$ cat config.mk
export PLATFORM = sky130hd
export DESIGN_NAME = fetch_unit_flat
export DESIGN_NICKNAME = d
export VERILOG_FILES = /design/src/rtl/fetch_pkg.sv /design/src/rtl/fetch_unit_if.sv /design/src/rtl/fetch_fifo.sv /design/src/rtl/fetch_unit.sv /design/src/flat_wrapper.sv
export SDC_FILE = /design/constraint.sdc
export NUM_CORES = 1
export LEC_CHECK = 0
export ABC_AREA = 0
export CORE_MARGIN = 2
export CORE_UTILIZATION = 56
export DETAILED_ROUTE_END_ITERATION = 6
export PLACE_DENSITY_LB_ADDON = 0.3
export SYNTH_ARGS = -nofsm -noshare
export SYNTH_HDL_FRONTEND = slang
export SYNTH_HIERARCHICAL = 1
export SYNTH_SLANG_ARGS = --single-unit
export TNS_END_PERCENT = 30
$ cat constraint.sdc
create_clock -name clk -period 12.05 [get_ports clk]
set_input_delay 1.205 -clock clk [delete_from_list [all_inputs] [get_ports clk]]
set_output_delay 1.205 -clock clk [all_outputs]
set_load 0.02 [all_outputs]
$ cat src/rtl/fetch_pkg.sv
// -----------------------------------------------------------------------------
// fetch_pkg
//   Shared constants and types for the instruction-fetch stage.
//   INSTR_BYTES   : size of one instruction word in bytes (PC step).
//   PC_ALIGN_BITS : number of low PC bits that must be zero for a word address.
//   fetch_entry_t : {pc, instr} pair as buffered by the fetch stage, sized for
//                   the default 32-bit datapath (decode-side consumers use it).
// -----------------------------------------------------------------------------
package fetch_pkg;

    localparam int FETCH_WIDTH   = 32;
    localparam int INSTR_BYTES   = 4;
    localparam int PC_ALIGN_BITS = 2;

    typedef struct packed {
        logic [FETCH_WIDTH-1:0] pc;
        logic [FETCH_WIDTH-1:0] instr;
    } fetch_entry_t;

endpackage : fetch_pkg

$ cat src/rtl/fetch_unit_if.sv
// -----------------------------------------------------------------------------
// fetch_unit_if
//   Bundles the fetch stage's three buses:
//     instruction memory : imem_req, imem_addr (out of fetch), imem_rdata (in)
//     decode handshake   : instr_out, pc_out, instr_valid (out), instr_ready (in)
//     redirect           : br_taken, br_pc, imm_op (in), misalign (out)
//   master : the fetch unit's view.
//   slave  : the environment's view (memory, decode, branch resolution).
// -----------------------------------------------------------------------------
interface fetch_unit_if #(
    parameter int WIDTH = 32
);
    logic             imem_req;
    logic [WIDTH-1:0] imem_addr;
    logic [WIDTH-1:0] imem_rdata;

    logic [WIDTH-1:0] instr_out;
    logic [WIDTH-1:0] pc_out;
    logic             instr_valid;
    logic             instr_ready;

    logic             br_taken;
    logic [WIDTH-1:0] br_pc;
    logic [WIDTH-1:0] imm_op;
    logic             misalign;

    modport master (
        output imem_req, imem_addr,
        input  imem_rdata,
        output instr_out, pc_out, instr_valid,
        input  instr_ready,
        input  br_taken, br_pc, imm_op,
        output misalign
    );

    modport slave (
        input  imem_req, imem_addr,
        output imem_rdata,
        input  instr_out, pc_out, instr_valid,
        output instr_ready,
        output br_taken, br_pc, imm_op,
        input  misalign
    );

endinterface : fetch_unit_if

$ cat src/rtl/fetch_fifo.sv
// -----------------------------------------------------------------------------
// fetch_fifo
//   Small synchronous FIFO holding {pc, instr} entries for the fetch stage.
//   Ports:
//     clk, rst   : clock, synchronous active-high reset (empties the FIFO)
//     flush      : synchronous flush, same effect as rst, wins over push/pop
//     push       : write push_data at the tail this edge
//     push_data  : entry to write
//     pop        : drop the head entry this edge (caller guarantees not empty)
//     head       : current head entry, combinational read
//     count      : number of valid entries, 0..DEPTH
//   Push and pop in the same cycle are both honoured. DEPTH must be a power of
//   two so the pointers wrap naturally.
// -----------------------------------------------------------------------------
module fetch_fifo
    import fetch_pkg::*;
#(
    parameter int  DEPTH   = 2,
    parameter type entry_t = fetch_entry_t,
    localparam int AW      = (DEPTH > 1) ? $clog2(DEPTH) : 1,
    localparam int CW      = $clog2(DEPTH + 1)
) (
    input  logic          clk,
    input  logic          rst,
    input  logic          flush,
    input  logic          push,
    input  entry_t        push_data,
    input  logic          pop,
    output entry_t        head,
    output logic [CW-1:0] count
);

    entry_t          mem [DEPTH];
    logic [AW-1:0]   wr_ptr_reg;
    logic [AW-1:0]   rd_ptr_reg;
    logic [CW-1:0]   count_reg;

    // Storage has no reset: contents are only observed once count says valid.
    always_ff @(posedge clk) begin
        if (push && !flush) begin
            mem[wr_ptr_reg] <= push_data;
        end
    end

    always_ff @(posedge clk) begin
        if (rst || flush) begin
            wr_ptr_reg <= '0;
            rd_ptr_reg <= '0;
            count_reg  <= '0;
        end else begin
            if (push) begin
                wr_ptr_reg <= wr_ptr_reg + AW'(1);
            end
            if (pop) begin
                rd_ptr_reg <= rd_ptr_reg + AW'(1);
            end
            count_reg <= count_reg + CW'(push) - CW'(pop);
        end
    end

    assign head  = mem[rd_ptr_reg];
    assign count = count_reg;

endmodule : fetch_fifo

$ cat src/rtl/fetch_unit.sv
// -----------------------------------------------------------------------------
// fetch_unit
//   Instruction-fetch stage. Holds the PC, issues word reads to a 1-cycle
//   latency instruction memory, buffers returned {pc, instr} pairs and hands
//   them to decode over a valid/ready handshake. Branch/jump redirects arrive
//   as br_pc + imm_op (imm_op already sign-extended downstream).
//   Ports:
//     clk      : clock
//     rst      : synchronous active-high reset, overrides everything
//     bus      : fetch_unit_if.master
//                imem_req/imem_addr -> memory, imem_rdata <- memory (next cycle)
//                instr_out/pc_out/instr_valid -> decode, instr_ready <- decode
//                br_taken/br_pc/imm_op <- redirect, misalign -> one-cycle pulse
//   Flow control: a request is only issued when the buffer is guaranteed to
//   have room for its return, counting the entry leaving this cycle.
// -----------------------------------------------------------------------------
module fetch_unit
    import fetch_pkg::*;
#(
    parameter int               WIDTH    = 32,
    parameter logic [WIDTH-1:0] RESET_PC = '0,
    parameter int               DEPTH    = 2
) (
    input  logic               clk,
    input  logic               rst,
    fetch_unit_if.master       bus
);

    localparam int CW = $clog2(DEPTH + 1);

    typedef struct packed {
        logic [WIDTH-1:0] pc;
        logic [WIDTH-1:0] instr;
    } entry_t;

    logic [WIDTH-1:0] fetch_pc_reg;
    logic             inflight_reg;
    logic [WIDTH-1:0] inflight_pc_reg;
    logic             misalign_reg;

    logic [CW-1:0]    fifo_count;
    entry_t           fifo_head;
    entry_t           fifo_push_data;
    logic             fifo_push;
    logic             fifo_flush;

    logic             instr_valid;
    logic             pop;
    logic             issue;
    logic [CW:0]      occupancy;
    logic [WIDTH-1:0] redirect_sum;
    logic [WIDTH-1:0] redirect_target;

    // Redirect target: sum truncated to WIDTH, forced to a word boundary.
    assign redirect_sum    = bus.br_pc + bus.imm_op;
    assign redirect_target = {redirect_sum[WIDTH-1:PC_ALIGN_BITS],
                              {PC_ALIGN_BITS{1'b0}}};

    // Decode sees nothing while a redirect is being taken or in reset.
    assign instr_valid = !rst && !bus.br_taken && (fifo_count != '0);
    assign pop         = instr_valid && bus.instr_ready;

    // Entries that will be held or owed after this edge if nothing new issues.
    // pop implies fifo_count >= 1, so this cannot underflow.
    assign occupancy = {1'b0, fifo_count} + (CW+1)'(inflight_reg) - (CW+1)'(pop);
    assign issue     = !rst && !bus.br_taken && (occupancy < (CW+1)'(DEPTH));

    // A return in flight during a redirect belongs to the old path: drop it.
    assign fifo_push          = inflight_reg && !bus.br_taken;
    assign fifo_flush         = bus.br_taken;
    assign fifo_push_data.pc    = inflight_pc_reg;
    assign fifo_push_data.instr = bus.imem_rdata;

    always_ff @(posedge clk) begin
        if (rst) begin
            fetch_pc_reg    <= RESET_PC;
            inflight_reg    <= 1'b0;
            inflight_pc_reg <= RESET_PC;
            misalign_reg    <= 1'b0;
        end else begin
            misalign_reg <= bus.br_taken && (|redirect_sum[PC_ALIGN_BITS-1:0]);
            if (bus.br_taken) begin
                fetch_pc_reg <= redirect_target;
                inflight_reg <= 1'b0;
            end else begin
                inflight_reg <= issue;
                if (issue) begin
                    fetch_pc_reg    <= fetch_pc_reg + WIDTH'(INSTR_BYTES);
                    inflight_pc_reg <= fetch_pc_reg;
                end
            end
        end
    end

    fetch_fifo #(
        .DEPTH   (DEPTH),
        .entry_t (entry_t)
    ) u_fifo (
        .clk       (clk),
        .rst       (rst),
        .flush     (fifo_flush),
        .push      (fifo_push),
        .push_data (fifo_push_data),
        .pop       (pop),
        .head      (fifo_head),
        .count     (fifo_count)
    );

    assign bus.imem_req    = issue;
    assign bus.imem_addr   = fetch_pc_reg;
    assign bus.instr_valid = instr_valid;
    assign bus.instr_out   = fifo_head.instr;
    assign bus.pc_out      = fifo_head.pc;
    assign bus.misalign    = misalign_reg;

endmodule : fetch_unit

$ cat src/flat_wrapper.sv
// flat-port wrapper written by rule: the top's interface ports become plain ports
module fetch_unit_flat import fetch_pkg::*;
#(
    parameter int               WIDTH    = 32,
    parameter logic [WIDTH-1:0] RESET_PC = '0,
    parameter int               DEPTH    = 2
)
  (clk, rst, bus_imem_req, bus_imem_addr, bus_imem_rdata, bus_instr_out, bus_pc_out, bus_instr_valid, bus_instr_ready, bus_br_taken, bus_br_pc, bus_imm_op, bus_misalign);
  fetch_unit_if #(.WIDTH(WIDTH)) bus_i ();
  input  logic clk;
  input  logic rst;
  output wire logic [$bits(bus_i.imem_req)-1:0] bus_imem_req;
  output wire logic [$bits(bus_i.imem_addr)-1:0] bus_imem_addr;
  input wire logic [$bits(bus_i.imem_rdata)-1:0] bus_imem_rdata;
  output wire logic [$bits(bus_i.instr_out)-1:0] bus_instr_out;
  output wire logic [$bits(bus_i.pc_out)-1:0] bus_pc_out;
  output wire logic [$bits(bus_i.instr_valid)-1:0] bus_instr_valid;
  input wire logic [$bits(bus_i.instr_ready)-1:0] bus_instr_ready;
  input wire logic [$bits(bus_i.br_taken)-1:0] bus_br_taken;
  input wire logic [$bits(bus_i.br_pc)-1:0] bus_br_pc;
  input wire logic [$bits(bus_i.imm_op)-1:0] bus_imm_op;
  output wire logic [$bits(bus_i.misalign)-1:0] bus_misalign;
  assign bus_imem_req = bus_i.imem_req;
  assign bus_imem_addr = bus_i.imem_addr;
  assign bus_i.imem_rdata = bus_imem_rdata;
  assign bus_instr_out = bus_i.instr_out;
  assign bus_pc_out = bus_i.pc_out;
  assign bus_instr_valid = bus_i.instr_valid;
  assign bus_i.instr_ready = bus_instr_ready;
  assign bus_i.br_taken = bus_br_taken;
  assign bus_i.br_pc = bus_br_pc;
  assign bus_i.imm_op = bus_imm_op;
  assign bus_misalign = bus_i.misalign;
  fetch_unit #(.WIDTH(WIDTH), .RESET_PC(RESET_PC), .DEPTH(DEPTH)) u_core (.clk(clk), .rst(rst), .bus(bus_i));
endmodule
==> impl_metrics.toml <==
[status]
status = "completed"

[synthesis]
synth_ff_type = "edfxtp_1"
synth_largest_area_cell = "edfxtp_1"
async_flop_share_pct = 0
yosysMostFrequentCell = "edfxtp_1"
yosys-top-cells-count = "edfxtp_1, nand2_1, dfxtp_1, a21oi_1, mux2_4"
synth_area_sq_um = 9550
syn_inst = 790
synth.lib_cells_used.distinct = 66
ys_seq_area_share_pct = 54.3
synth_edf_count = 128
ys_ff_latch = 195
ys.warnings.count = 6
synth.area.top_cells = "edfxtp_1, dfxtp_1, mux2_4"
avgSynthCellArea_sq_um = 12.1
synth_top_area_share_pct = 40.2

[floorplan]
die-area_sq_um = 18100
die_h_um = 135
io-pin-count = 199
rows = 47
initial_utilization_pct = 57.4
coreArea_sq_um = 16600
fp.dieW_um = 135

[placed_design]
placed_cell_area_sq_um = 11600
dp_cells = 1182
io_buffers = 196
place_hpwl_um = 14100
gp_congestion = 0.895
dp_slack_ns = 6.31

[setup_path]
worstPathArrival_ns = 4.54
crit_fanout = 59
rrSetupSlack_ns = 8.41
slowest_delay_ns = 0.79
critPathKind = "in -> out"
path_cells = "buf_2, or2_2, nor2_1, and2_1, ha_1, nand2b_1, fa_1, xnor2_1, nand3_1, inv_1, clkdlybuf4s50_1"
critical_path.startpoint_type = "input pin"
r2r_start = "u_core/u_fifo/count[1]"
critPathSlowestCell = "buf_2"
r2r_cells = 15
reg2reg_to = "u_core/bus.imem_addr[31]"
worstSetupEndpointType = "output pin"
critical_path_required_ns = 10.85

[grt]
overflow = 0
grt_pass1_vias = 6321
grt_usage_pct = 22.2
grt_max_degree = 65
grt_pass1_wl_um = 31800
antenna_found_initial = 1

[clock_network]
cts_tree = "yes"
insertion_delay_ns = 0.41
clockRootBuffer = "clkbuf_16"
cts_setup_buffers = 0
clkSinkCount = 195
ctsHoldBuffers = 0
cts_resized = 0
clk_pin_slew_ns = 0.06
cts_buffer_depth = 2
numCtsBuffers = 17
cts_htree_levels = 4

[power]
power_density_nw_per_um2 = 125
p_leak_nw = 4.36
max-vdd-ir-drop_mv = 0.0863

[final_layout]
final_layout_size_suffix_gt1_share_pct = 11.5
num_antenna_cells = 0
fin_nets = 1118
syn_to_final_growth_pct = 27.0
final_area_sq_um = 12100
layout.cells.non_filler = 1214
largest_register_ffs = 128
fin_util_pct = 72.9

[drt]
routed_wl_um = 19800
avgViaCountPerCell = 5.48
ant_nets = 0
wl_per_cell_um = 16.3
vias = 6649
first_pass_iters = 5
drt_iter0_drc = 425
drc = 0

[timing]
setup_ws_ns = 6.30
relSlewSlack_pct = 29.1
setup_tns_ns = 0
period_minus_slack_ns = 5.75
setup_viol = 0
finalHoldViolations = 0
fin_worst_skew_ns = 0.0101
max_freq_mhz = 174
rsz0062_at_grt = "false"
slew_violations = 0
finalCritPeriodShare_pct = 47.7
tightestPinTransition_ns = 1.06

[worst_hold_path]
hold_end = "u_core/u_fifo/mem[1][60]"
min_from = "u_core/inflight_pc_reg[28]"
hold_depth = 0
hold_path_class = "reg -> reg"

[job]
cap_violations = 0
==> layer usage <==
layer	GRT usage (%)	part of all wire [%]	up-vias
li1	-	-	3284
met1	29.4	45	3116
met2	37.0	48	228
met3	5.26	6.3	19
met4	5.61	0.99	2
met5	0	0.051	-
==> kinds of logic after synthesis <==
logic type	count (synthesis)	share of synthesized area, %
AND/OR/NAND/NOR	230	11.0
flip-flops	195	54.3
AO/OA/AOI/OAI	158	11.0
multiplexers	64	9.90
XOR/XNOR	57	5.37
buffers and inverters	48	3.39
adder cells (fa/ha/maj)	37	5.00
other	1	0.0393
==> cells in the final DEF (no fill, tap or decap), types with 19 or more instances in the layout <==
cell             synthesis  layout
a21oi_1                 64      64
nand2_1                 96      96
edfxtp_1               128     128
mux2_4                  60      60
clkdlybuf4s50_1          0     194
xor2_1                  20      20
nand3_1                 19      19
nor2_1                  48      48
ha_1                    35      35
dfxtp_1                 67      66
xnor2_1                 36      36
==> metrics by stage <==
stage                     power (W)  hold WS [ns]
final                       0.00151         0.457
after detailed placement    0.00100         0.439
after global placement      0.00100         0.433
after floorplan            0.000907         0.425
after global routing        0.00157         0.470
after CTS                   0.00152         0.454
==> critical path: cells and delay by family <==
kind | cells | cell delay, ns
buffers and inverters | 3 | 1.54
AND/OR/NAND/NOR | 5 | 0.90
adder cells (fa/ha/maj) | 2 | 0.66
XOR/XNOR | 1 | 0.23
==> area by class of cell <==
cell class | instances | area [sq um]
sequential | 195 | 5190
multi-input combinational | 552 | 4070
inverter | 14 | 52.6
clock inverter | 11 | 106
clock buffer | 21 | 450
timing repair buffer | 201 | 1990
fill | 1161 | 4510
tap | 220 | 275
==> worst max path at each step <==
stage	startpoint	to	slack [ns]	depth (start not counted)
floorplan	bus_br_taken	u_core/u_fifo/mem[0][0]	4.77	5
detailed placement	rst	bus_imem_req	6.31	11
global route	rst	bus_imem_req	6.06	11
global placement	rst	bus_imem_req	6.39	11
CTS	rst	bus_imem_req	6.29	11
finish	rst	bus_imem_req	6.30	11
==> power breakdown <==
part | total, W | internal [W] | switching [W]
Sequential | 0.000754 | 0.000731 | 0.0000228
Clock | 0.000522 | 0.000291 | 0.000231
Combinational | 0.000236 | 0.000116 | 0.000120
No activity file was read; power rests on OpenSTA's default activity.
